`src/rtl/hw_timer_pkg.sv`:
```
// Shared types, constants and BCD/segment helpers for the countdown timer.
package hw_timer_pkg;

    typedef enum logic [1:0] {StIdle, StRun, StPause, StAlarm} timer_state_e;

    localparam logic [1:0] FieldSec  = 2'b00;
    localparam logic [1:0] FieldMin  = 2'b01;
    localparam logic [1:0] FieldHour = 2'b10;
    localparam logic [1:0] FieldNone = 2'b11;

    localparam logic [7:0] SecMax  = 8'h59;
    localparam logic [7:0] MinMax  = 8'h59;
    localparam logic [7:0] HourMax = 8'h23;

    function automatic int unsigned cnt_width(input int unsigned n);
        return (n > 1) ? $clog2(n) : 1;
    endfunction

    // Active-low {g,f,e,d,c,b,a}.
    function automatic logic [6:0] bcd_to_seg(input logic [3:0] d);
        logic [6:0] s;
        case (d)
            4'd0:    s = 7'b1000000;
            4'd1:    s = 7'b1111001;
            4'd2:    s = 7'b0100100;
            4'd3:    s = 7'b0110000;
            4'd4:    s = 7'b0011001;
            4'd5:    s = 7'b0010010;
            4'd6:    s = 7'b0000010;
            4'd7:    s = 7'b1111000;
            4'd8:    s = 7'b0000000;
            4'd9:    s = 7'b0010000;
            default: s = 7'b0000110;
        endcase
        return s;
    endfunction

    // Two-digit BCD increment/decrement with wrap between 00 and max.
    function automatic logic [7:0] bcd_inc(input logic [7:0] v, input logic [7:0] max);
        logic [7:0] r;
        if (v == max) begin
            r = 8'h00;
        end else if (v[3:0] == 4'd9) begin
            r = {v[7:4] + 4'd1, 4'd0};
        end else begin
            r = {v[7:4], v[3:0] + 4'd1};
        end
        return r;
    endfunction

    function automatic logic [7:0] bcd_dec(input logic [7:0] v, input logic [7:0] max);
        logic [7:0] r;
        if (v == 8'h00) begin
            r = max;
        end else if (v[3:0] == 4'd0) begin
            r = {v[7:4] - 4'd1, 4'd9};
        end else begin
            r = {v[7:4], v[3:0] - 4'd1};
        end
        return r;
    endfunction

endpackage

```
`src/rtl/button_conditioner.sv`:
```
// Synchronizes and debounces one active-low push-button; emits a 1-cycle press pulse.
module button_conditioner
    import hw_timer_pkg::*;
#(
    parameter int unsigned DEBOUNCE_CYCLES = 500000
) (
    input  logic clk,
    input  logic rst,
    input  logic raw,
    output logic level,
    output logic press
);

    localparam int unsigned CntW = cnt_width(DEBOUNCE_CYCLES);
    localparam logic [CntW-1:0] CntMax = CntW'(DEBOUNCE_CYCLES - 1);

    logic [1:0]      sync_q;
    logic [CntW-1:0] cnt_q, cnt_d;
    logic            db_q, db_d;
    logic            db_dly_q;
    logic            press_q;

    // The counter only runs while the synchronized input disagrees with the accepted level.
    always_comb begin
        cnt_d = '0;
        db_d  = db_q;
        if (sync_q[1] != db_q) begin
            if (cnt_q == CntMax) begin
                db_d = sync_q[1];
            end else begin
                cnt_d = cnt_q + 1'b1;
            end
        end
    end

    always_ff @(posedge clk or posedge rst) begin
        if (rst) begin
            sync_q   <= 2'b11;
            cnt_q    <= '0;
            db_q     <= 1'b1;
            db_dly_q <= 1'b1;
            press_q  <= 1'b0;
        end else begin
            sync_q   <= {sync_q[0], raw};
            cnt_q    <= cnt_d;
            db_q     <= db_d;
            db_dly_q <= db_q;
            press_q  <= db_dly_q & ~db_q;
        end
    end

    assign level = db_q;
    assign press = press_q;

endmodule

```
`src/rtl/hw_countdown_timer.sv`:
```
// HH:MM:SS countdown timer with debounced buttons, 7-segment display, status LEDs and buzzer.
module hw_countdown_timer
    import hw_timer_pkg::*;
#(
    parameter int unsigned CLK_HZ           = 50000000,
    parameter int unsigned DEBOUNCE_CYCLES  = 500000,
    parameter int unsigned BUZZ_HALF_CYCLES = 25000,
    parameter int unsigned ALARM_SEC        = 5
) (
    input  logic       clk_clk,
    input  logic       reset_reset,
    input  logic [3:0] botones,
    input  logic [3:0] swtich,
    output logic       buzzer,
    output logic [2:0] led,
    output logic [6:0] seg0,
    output logic [6:0] seg1,
    output logic [6:0] seg2,
    output logic [6:0] seg3,
    output logic [6:0] seg4,
    output logic [6:0] seg5
);

    localparam int unsigned PrescW = cnt_width(CLK_HZ);
    localparam int unsigned AlarmW = cnt_width(ALARM_SEC);
    localparam int unsigned BuzzW  = cnt_width(BUZZ_HALF_CYCLES);
    localparam logic [PrescW-1:0] PrescMax = PrescW'(CLK_HZ - 1);
    localparam logic [AlarmW-1:0] AlarmMax = AlarmW'(ALARM_SEC - 1);
    localparam logic [BuzzW-1:0]  BuzzMax  = BuzzW'(BUZZ_HALF_CYCLES - 1);

    logic [3:0] btn_level, btn_press;
    logic [3:0] sw_s1_q, sw_s2_q;

    for (genvar i = 0; i < 4; i++) begin : g_btn
        button_conditioner #(
            .DEBOUNCE_CYCLES(DEBOUNCE_CYCLES)
        ) u_btn (
            .clk  (clk_clk),
            .rst  (reset_reset),
            .raw  (botones[i]),
            .level(btn_level[i]),
            .press(btn_press[i])
        );
    end

    logic unused_sig;
    assign unused_sig = ^{btn_level, sw_s2_q[2]};

    timer_state_e      state_q, state_d;
    logic [7:0]        sec_q, sec_d, min_q, min_d, hour_q, hour_d;
    logic [PrescW-1:0] presc_q, presc_d;
    logic [AlarmW-1:0] alarm_cnt_q, alarm_cnt_d;
    logic [BuzzW-1:0]  buzz_cnt_q, buzz_cnt_d;
    logic              buzz_ph_q, buzz_ph_d;
    logic              buzzer_d;
    logic [2:0]        led_d;

    logic       ev_clear, ev_start, ev_inc, ev_dec, any_press;
    logic       tick, time_zero, dn_zero;
    logic [1:0] fsel;
    logic       mute;
    logic [7:0] adj_sec, adj_min, adj_hour;
    logic [7:0] dn_sec, dn_min, dn_hour;

    assign fsel = sw_s2_q[1:0];
    assign mute = sw_s2_q[3];

    // Only the highest-priority pending press is acted on.
    assign ev_clear  = btn_press[1];
    assign ev_start  = btn_press[0] & ~btn_press[1];
    assign ev_inc    = btn_press[2] & ~|btn_press[1:0];
    assign ev_dec    = btn_press[3] & ~|btn_press[2:0];
    assign any_press = |btn_press;

    assign tick      = (presc_q == PrescMax);
    assign time_zero = ({hour_q, min_q, sec_q} == 24'h0);
    assign dn_zero   = ({dn_hour, dn_min, dn_sec} == 24'h0);

    always_comb begin
        adj_sec  = sec_q;
        adj_min  = min_q;
        adj_hour = hour_q;
        if (ev_inc || ev_dec) begin
            case (fsel)
                FieldSec:  adj_sec  = ev_inc ? bcd_inc(sec_q, SecMax)   : bcd_dec(sec_q, SecMax);
                FieldMin:  adj_min  = ev_inc ? bcd_inc(min_q, MinMax)   : bcd_dec(min_q, MinMax);
                FieldHour: adj_hour = ev_inc ? bcd_inc(hour_q, HourMax) : bcd_dec(hour_q, HourMax);
                default: ;
            endcase
        end
    end

    // One-second decrement with borrow rippling from seconds into minutes and hours.
    always_comb begin
        dn_sec  = sec_q;
        dn_min  = min_q;
        dn_hour = hour_q;
        if (sec_q != 8'h00) begin
            dn_sec = bcd_dec(sec_q, SecMax);
        end else begin
            dn_sec = SecMax;
            if (min_q != 8'h00) begin
                dn_min = bcd_dec(min_q, MinMax);
            end else begin
                dn_min  = MinMax;
                dn_hour = bcd_dec(hour_q, HourMax);
            end
        end
    end

    always_comb begin
        state_d     = state_q;
        sec_d       = sec_q;
        min_d       = min_q;
        hour_d      = hour_q;
        presc_d     = presc_q;
        alarm_cnt_d = alarm_cnt_q;
        buzz_cnt_d  = buzz_cnt_q;
        buzz_ph_d   = buzz_ph_q;
        unique case (state_q)
            StIdle: begin
                presc_d = '0;
                if (ev_clear) begin
                    {hour_d, min_d, sec_d} = 24'h0;
                end else if (ev_start) begin
                    if (!time_zero) state_d = StRun;
                end else begin
                    {hour_d, min_d, sec_d} = {adj_hour, adj_min, adj_sec};
                end
            end
            StRun: begin
                if (ev_clear) begin
                    state_d = StIdle;
                    {hour_d, min_d, sec_d} = 24'h0;
                    presc_d = '0;
                end else if (ev_start) begin
                    state_d = StPause;
                end else begin
                    presc_d = tick ? '0 : presc_q + 1'b1;
                    if (tick) begin
                        {hour_d, min_d, sec_d} = {dn_hour, dn_min, dn_sec};
                        if (dn_zero) begin
                            state_d     = StAlarm;
                            alarm_cnt_d = '0;
                            buzz_cnt_d  = '0;
                            buzz_ph_d   = 1'b0;
                        end
                    end
                end
            end
            StPause: begin
                if (ev_clear) begin
                    state_d = StIdle;
                    {hour_d, min_d, sec_d} = 24'h0;
                    presc_d = '0;
                end else if (ev_start) begin
                    if (!time_zero) begin
                        state_d = StRun;
                        presc_d = '0;
                    end
                end else begin
                    {hour_d, min_d, sec_d} = {adj_hour, adj_min, adj_sec};
                end
            end
            StAlarm: begin
                presc_d = tick ? '0 : presc_q + 1'b1;
                if (buzz_cnt_q == BuzzMax) begin
                    buzz_cnt_d = '0;
                    buzz_ph_d  = ~buzz_ph_q;
                end else begin
                    buzz_cnt_d = buzz_cnt_q + 1'b1;
                end
                if (any_press) begin
                    state_d = StIdle;
                    presc_d = '0;
                end else if (tick) begin
                    if (alarm_cnt_q == AlarmMax) begin
                        state_d = StIdle;
                        presc_d = '0;
                    end else begin
                        alarm_cnt_d = alarm_cnt_q + 1'b1;
                    end
                end
            end
            default: state_d = StIdle;
        endcase
    end

    always_comb begin
        led_d = 3'b000;
        unique case (state_d)
            StIdle:  led_d = 3'b000;
            StRun:   led_d = 3'b001;
            StPause: led_d = 3'b010;
            StAlarm: led_d = 3'b100;
            default: led_d = 3'b000;
        endcase
    end

    assign buzzer_d = (state_d == StAlarm) & buzz_ph_d & ~mute;

    always_ff @(posedge clk_clk or posedge reset_reset) begin
        if (reset_reset) begin
            sw_s1_q     <= 4'h0;
            sw_s2_q     <= 4'h0;
            state_q     <= StIdle;
            sec_q       <= 8'h00;
            min_q       <= 8'h00;
            hour_q      <= 8'h00;
            presc_q     <= '0;
            alarm_cnt_q <= '0;
            buzz_cnt_q  <= '0;
            buzz_ph_q   <= 1'b0;
            buzzer      <= 1'b0;
            led         <= 3'b000;
            seg0        <= 7'b1000000;
            seg1        <= 7'b1000000;
            seg2        <= 7'b1000000;
            seg3        <= 7'b1000000;
            seg4        <= 7'b1000000;
            seg5        <= 7'b1000000;
        end else begin
            sw_s1_q     <= swtich;
            sw_s2_q     <= sw_s1_q;
            state_q     <= state_d;
            sec_q       <= sec_d;
            min_q       <= min_d;
            hour_q      <= hour_d;
            presc_q     <= presc_d;
            alarm_cnt_q <= alarm_cnt_d;
            buzz_cnt_q  <= buzz_cnt_d;
            buzz_ph_q   <= buzz_ph_d;
            buzzer      <= buzzer_d;
            led         <= led_d;
            seg0        <= bcd_to_seg(sec_q[3:0]);
            seg1        <= bcd_to_seg(sec_q[7:4]);
            seg2        <= bcd_to_seg(min_q[3:0]);
            seg3        <= bcd_to_seg(min_q[7:4]);
            seg4        <= bcd_to_seg(hour_q[3:0]);
            seg5        <= bcd_to_seg(hour_q[7:4]);
        end
    end

endmodule
```
`config.mk`:
```
export PLATFORM = sky130hd
export DESIGN_NAME = hw_countdown_timer
export DESIGN_NICKNAME = d
export VERILOG_FILES = /design/src/rtl/hw_timer_pkg.sv /design/src/rtl/button_conditioner.sv /design/src/rtl/hw_countdown_timer.sv
export SDC_FILE = /design/constraint.sdc
export NUM_CORES = 1
export LEC_CHECK = 0
export ABC_AREA = 1
export CAP_MARGIN = 20
export CORE_MARGIN = 2
export CORE_UTILIZATION = 58
export DETAILED_ROUTE_END_ITERATION = 8
export PLACE_DENSITY = 0.78
export SLEW_MARGIN = 20
export SYNTH_ARGS = -nofsm -noshare
export SYNTH_HDL_FRONTEND = slang
export SYNTH_SLANG_ARGS = --single-unit
```
`constraint.sdc`:
```
create_clock -name clk_clk -period 10.79 [get_ports clk_clk]
set_input_delay 2.6975 -clock clk_clk [delete_from_list [all_inputs] [get_ports clk_clk]]
set_output_delay 2.6975 -clock clk_clk [all_outputs]
set_load 0.01 [all_outputs]
```
==> results of run 1 <==
[layout make-up]
| type | count | area [µm²] |
|---|---|---|
| fill | 1723 | 6690 |
| sequential | 219 | 5510 |
| multi-input combinational | 1039 | 5400 |
| inverter | 191 | 728 |
| clock buffer | 32 | 651 |
| timing repair buffer | 56 | 556 |
| tap | 270 | 338 |
| clock inverter | 11 | 175 |
[kinds of logic after synthesis]
| logic type | count (synthesis) | synth area share, % |
|---|---|---|
| simple gates | 732 | 27.8 |
| compound gates | 224 | 10.7 |
| flops | 219 | 46.8 |
| buf+inv | 211 | 7.24 |
| xor+xnor | 44 | 3.28 |
| fa+ha+maj | 35 | 3.72 |
| mux | 4 | 0.383 |
[metrics by stage]
stage                     instance area [µm²]  hold slack [ns]  util, %  cells  setup WS [ns]
after floorplan                         11800            0.331        -   1469           2.14
after global routing                    13400            0.355     66.6   1818           6.48
after global placement                  12500            0.334     62.5   1775           6.22
final                                   13400            0.348     66.6   1818           6.53
after detailed placement                12500            0.335     62.5   1775           6.20
after CTS                               13400            0.349     66.6   1818           6.50
[sequential cells by signal, summed over array words and instances (netlist names), 8 cells and up]
name / flops
g_btn.u_btn.sync_q: 8
sec_q: 8
g_btn.u_btn.cnt_q: 76
hour_q: 8
presc_q: 26
min_q: 8
buzz_cnt_q: 15
[worst max-delay path by stage]
stage | end | slack [ns] | from | cells past startpoint
after global placement | min_q[4] | 6.22 | reset_reset | 3
after CTS | seg2[6] | 6.50 | seg2[6] | 1
after global routing | seg0[6] | 6.48 | seg0[6] | 1
after detailed placement | min_q[4] | 6.20 | reset_reset | 3
after floorplan | alarm_cnt_q[0] | 2.14 | reset_reset | 1
final | seg5[6] | 6.53 | seg5[6] | 1
[worst reg2reg max path: stages, from the launching register on]
cell and delay (ns):
dfrtp_1 0.44, inv_1 0.22, ha_1 0.26, nand3_4 0.18, nor2_8 0.27, nand4_1 0.15, nand2_1 0.08, nand3_1 0.08
nand2_2 0.32, inv_2 0.24, nand3_2 0.24, inv_2 0.17, a221oi_1 0.23
[cells in the final DEF (no fill, tap or decap), types with 7 or more instances in the layout]
cell             count
nand2_1            306
dfrtp_1            197
nor2_1             183
inv_1              176
nand3_1             98
o21ai_0             94
a21oi_1             75
clkdlybuf4s50_1     54
nor3_1              48
xor2_1              36
ha_1                35
nand4_1             32
clkbuf_16           24
nor4_1              22
dfstp_2             22
inv_2               10
nand2_2              9
xnor2_1              8
nor3b_1              8
a211oi_1             8
o21ai_1              7
[layer usage]
| metal | vias to the layer above | GRT usage [%] |
|---|---|---|
| met5 | - | 0 |
| met4 | 0 | 8.30 |
| met3 | 54 | 3.34 |
| met2 | 300 | 39.5 |
| met1 | 4748 | 33.9 |
| li1 | 4966 | - |
[report_power, final]
part           leakage, nW  internal (mW)  switching, mW
Combinational         2.57        0.00766         0.0249
Clock                0.397          0.521          0.323
Sequential            2.96          0.829        0.00415
Total                 5.93           1.36          0.352
==> summary.md, run 1 <==
| Metric | Value |
|---|---|
| DP Wirelength | `17700 µm` |
| Crit Path Class | `reg2out` |
| Critical path arrival | `1.56 ns` |
| PwrDens | `128 mW/mm²` |
| RSZ-0062 raised after global routing | `no` |
| Crit start category | `flop` |
| Hold depth | `0` |
| Slew margin rel. | `48.9%` |
| CTS tree | `done` |
| Syn Inst Count | `1469` |
| Largest cells by area after synthesis | `dfrtp_1 (42%), nand2_1 (9.8%), nor2_1 (5.8%), inv_1 (5.7%), dfstp_2 (4.9%)` |
| Final slew viol count | `0` |
| Htree depth | `1` |
| Tot Pwr | `1.71 mW` |
| Hold EP | `sw_s2_q[1]` |
| Met2 WL post-DR | `11900 µm` |
| Final-report setup violation count | `0` |
| Worst-Skew Late Latency | `0.52 ns` |
| Vias in the first global route | `9619` |
| LEAKAGE | `5.93 nW` |
| CP Max Fanout | `1` |
| Req. time, crit path | `8.09 ns` |
| Ys async rst share | `100%` |
| Sink Count | `219` |
| Clock slew seen by the registers of the worst setup and hold paths | `0.06 ns` |
| # DRC | `0` |
| Worst hold path type | `reg2reg` |
| DR iter-0 viols | `693` |
| Worst Path Buf+Inv | `1` |
| Reg2reg setup slack | `7.79 ns` |
| Maximum vdd ir drop | `141 µV` |
| All-Layer GR Usage | `24.3%` |
| Nets | `1576` |
| CP Cell Sequence | `clkdlybuf4s50_1` |
| First-pass GRT wire length | `44100 µm` |
| Post-synthesis cell type count | `54` |
| Slowest cell on crit path | `dfstp_2` |
| Row cnt | `52` |
| Die width | `146 µm` |
| Ys Warns | `0` |
| Root Driver | `clkbuf_16` |
| Die height | `146 µm` |
| CP max stage delay | `0.52 ns` |
| Leading area contributor after synthesis | `dfrtp_1` |
| Met3 wire len | `1440 µm` |
| Post-Syn Area | `0.0118 mm²` |
| Post-route ant nets | `0` |
| CP Capture Type | `output pin` |
| Antenna diodes | `0` |
| Syn nets | `1514` |
| Cts repair resizes | `0` |
| Max clock buf depth | `3` |
| Max Used Layer | `met4` |
| Slew @ Worst Pin | `0.766 ns` |
| Total length of routed wires | `25300 µm` |
| Via count | `10.1k` |
| Avg Inst Size Synth | `8.00 µm²` |
| Final hold viol count | `0` |
| Post-synth top flop | `dfrtp_1` |
| Count leader, synth | `nand2_1` |
| Yosys reg bits | `219` |
| Max Fclk | `0.235 GHz` |
| Largest net degree at the start of global routing | `103` |
| Status | `complete, no violations` |
| Final setup skew | `0.0133 ns` |
| Core box area | `0.0200 mm²` |
| Top cell family by delay on the critical path | `flip-flops` |
| Starting Density | `58.7%` |
| Routability Congestion | `0.913` |
| Tcrit/Tclk final | `39.5%` |
| Number of synthesized flops with an enable pin | `0` |
| Area grow syn2layout | `13.6%` |
| Area of the die | `0.0214 mm²` |
| Avg WL per Cell | `13.9 µm` |
| R2r endpoint | `presc_q[17]` |
| R2r worst-path depth | `12` |
| Most frequent cells after synthesis | `nand2_1 (306), dfrtp_1 (197), nor2_1 (183), inv_1 (177), nand3_1 (98)` |
| I/O pins | `56` |
| # hold bufs at CTS | `0` |
| Vias/cell | `5.54` |
| Hold Startpoint | `sw_s1_q[1]` |
| Layout cells sized above 1 | `7.69%` |
| M1 WL | `11300 µm` |
| Fin crit period | `4.26 ns` |
| Port bufs | `54` |
| Number of post-CTS setup repair buffers | `0` |
| Num CTS Buffers | `24` |
| Initial antenna violation count | `0` |
| Grt total ovfl | `0` |
| Start of the worst register-to-register path | `sec_q[0]` |
| Setup_tns | `0 ns` |
| Seq/Total Area, Yosys | `46.8%` |
| Max-Cap Viols | `0` |
| Drt first pass iters | `5` |
| Share of the synthesized area in the top cell type | `41.9%` |
Power figures use the tool's default switching activity.
==> run 2, diff against run 1 <==
CORE_UTILIZATION = 55   (was 58)
clock period = 3.7 ns   (was 10.79 ns; I/O delays follow)
==> run 2 against run 1 <==
Clock-buffer cell count increased by 3; global-route usage decreased by 0.89 points; utilization decreased by 2.5 points; design area rose by 0.95%; critical path depth is 11 higher; power grew to 3.0 times the previous value; routed wire length is 0.24% lower; via count decreased by 0.99%; flip-flop and latch count stayed put; sequential power rose to 2.9 times the previous value; register-to-register slack lost 7.1 ns; critical path type is now reg2reg.
==> summary.md, run 2 (synthesized netlist as in run 1, its figures left out) <==
| Metric | Value |
|---|---|
| All-Layer GR Usage | `23.4% (was 24.3%)` |
| Starting Density | `55.9% (was 58.7%)` |
| Die width | `150 µm (was 146 µm)` |
| Port bufs | `54 (unchanged)` |
| DP Wirelength | `17600 µm (was 17700 µm)` |
| Core box area | `0.0210 mm² (was 0.0200 mm²)` |
| LEAKAGE | `5.99 nW (was 5.93 nW)` |
| Most frequent CP cell | `inv_2` |
| Antenna diodes | `0 (unchanged)` |
| Total length of routed wires | `25300 µm (about the same)` |
| Vias/cell | `5.46 (was 5.54)` |
| Filler cell count | `1732 (was 1723)` |
| Tot Pwr | `5.20 mW (was 1.71 mW)` |
| Fin crit period | `2.98 ns` |
| DR iter-0 viols | `763 (was 693)` |
| Layout cells sized above 1 | `8.06% (was 7.69%)` |
| Status | `complete, no violations (unchanged)` |
| First-pass GRT wire length | `43800 µm (was 44100 µm)` |
| Tcrit/Tclk final | `80.4%` |
| Maximum vdd ir drop | `359 µV (was 141 µV)` |
| Worst-Skew Late Latency | `0.52 ns (about the same)` |
| Die height | `150 µm (was 146 µm)` |
| Worst slack, placed | `0.745 ns (was 6.20 ns)` |
| Area of the die | `0.0226 mm² (was 0.0214 mm²)` |
| Drt first pass iters | `6 (was 5)` |
| Slew @ Worst Pin | `0.672 ns (was 0.766 ns)` |
| Max reg flops | `76 (unchanged)` |
| Final setup skew | `0.0120 ns (was 0.0133 ns)` |
| Max clock buf depth | `3 (unchanged)` |
| Final-report setup violation count | `0 (unchanged)` |
| CTS tree | `done (unchanged)` |
| Root Driver | `clkbuf_16 (unchanged)` |
| I/O pins | `56 (unchanged)` |
| Critical path arrival | `3.38 ns (was 1.56 ns)` |
| Routability Congestion | `0.939 (was 0.913)` |
| Grt total ovfl | `0 (unchanged)` |
| CP Cell Sequence | `inv_1 -> ha_1 -> nand3_4 -> nor2_8 -> nand4_1 -> nand2_1 -> nand3_1 -> nand2_2 -> inv_2 -> nand3_2 -> inv_2 -> a221oi_1 (was clkdlybuf4s50_1)` |
| Avg WL per Cell | `13.8 µm (was 13.9 µm)` |
| Vias in the first global route | `9476 (was 9619)` |
| Top cell family by delay on the critical path | `simple AND/OR/NAND/NOR gates (was flip-flops)` |
| Final slew viol count | `0 (unchanged)` |
| CP Max Fanout | `17 (was 1)` |
| Clock slew seen by the registers of the worst setup and hold paths | `0.06 ns (about the same)` |
| CP Capture Type | `flop (was output pin)` |
| Via count | `9968 (was 10.1k)` |
| PwrDens | `386 mW/mm² (was 128 mW/mm²)` |
| Number of post-CTS setup repair buffers | `0 (unchanged)` |
| Top reg by flops | `g_btn.u_btn.cnt_q (unchanged)` |
| Crit Path Class | `reg2reg (was reg2out)` |
| Sink Count | `219 (unchanged)` |
| Fin worst setup slack | `0.724 ns (was 6.53 ns)` |
| Biggest registers after layout | `g_btn.u_btn.cnt_q (76), presc_q (26), buzz_cnt_q (15) (unchanged)` |
| Nets | `1578 (was 1576)` |
| Req. time, crit path | `4.11 ns (was 8.09 ns)` |
| Htree depth | `1 (unchanged)` |
| Row cnt | `53 (was 52)` |
| Commonest non-fill, non-tap cell in the layout | `nand2_1 (unchanged)` |
| # hold bufs at CTS | `0 (unchanged)` |
| Area grow syn2layout | `14.7% (was 13.6%)` |
| Post-route ant nets | `0 (unchanged)` |
| Crit start category | `flop (unchanged)` |
| Max Fclk | `0.336 GHz` |
| RSZ-0062 raised after global routing | `no (unchanged)` |
| Largest net degree at the start of global routing | `92 (was 103)` |
| Worst hold path type | `reg2reg (unchanged)` |
| Most frequent cells in the layout | `nand2_1 (306), dfrtp_1 (197), nor2_1 (183), inv_1 (176), nand3_1 (98) (unchanged)` |
| Cts repair resizes | `0 (unchanged)` |
| Num CTS Buffers | `24 (unchanged)` |
| Slew margin rel. | `54.8% (was 48.9%)` |
| Worst Path Buf+Inv | `3 (was 1)` |
| Final hold viol count | `0 (unchanged)` |
| Max-Cap Viols | `0 (unchanged)` |
| Initial antenna violation count | `0 (unchanged)` |
| CP max stage delay | `0.44 ns (was 0.52 ns)` |
| Slowest cell on crit path | `dfrtp_1 (was dfstp_2)` |
| # DRC | `0 (unchanged)` |
[run 2: changes by cell type in the layout (fill, tap and decap cells not counted), sizes merged]
cell    before  now
clkinv       8    6
buf          2    4
clkbuf      32   35
inv        188  187
bufinv       4    5
[run 2: layout make-up]
cell class | instances | area, µm² | area share, %
clock inverters | 9 | 176 | 1.31
clock buffers | 35 | 733 | 5.44
multi-input cells | 1039 | 5400 | 40.0
well taps | 275 | 344 | 2.55
inverters | 191 | 724 | 5.37
repair buffers | 58 | 596 | 4.42
flip-flops and latches | 219 | 5510 | 40.9
[run 2: per-layer routing]
layer | global-route usage [%] | up-vias | routed length [µm]
met5 | 0 | - | 0
met2 | 39.6 | 278 | 12100
met1 | 32.1 | 4688 | 11300
met4 | 5.52 | 0 | 421
met3 | 3.33 | 36 | 1450
li1 | - | 4966 | -
[run 2: power by group]
| part | internal [mW] | switching [mW] | total (mW) | leakage (nW) |
|---|---|---|---|---|
| registers | 2.42 | 0.0115 | 2.43 | 2.96 |
| clock network | 1.72 | 0.948 | 2.67 | 0.445 |
| logic | 0.0263 | 0.0729 | 0.0992 | 2.59 |
[run 2: through the flow]
stage	TNS, ns	instance area, µm²	instances	utilization (%)	hold slack, ns
detailed placement	0	12600	1782	59.8	0.335
finish	0	13500	1826	64.1	0.341
global route	0	13500	1826	64.1	0.352
CTS	0	13500	1826	64.1	0.347
floorplan	-12.04	11800	1469	-	0.331
global placement	0	12600	1782	59.8	0.334
[run 2: final timing paths]
check                           depth (start not counted)                       to   startpoint  slack (ns)
worst max-delay path                                   12              presc_q[17]     sec_q[0]        0.72
worst min-delay path                                    0               sw_s2_q[1]   sw_s1_q[1]        0.34
worst max register to register                         12              presc_q[17]     sec_q[0]        0.72
worst min register to register                          0               sw_s2_q[1]   sw_s1_q[1]        0.34
max in group asynchronous                               3                  seg3[6]  reset_reset        2.23
min in group asynchronous                               2  g_btn[1].u_btn.cnt_q[9]  reset_reset        0.70
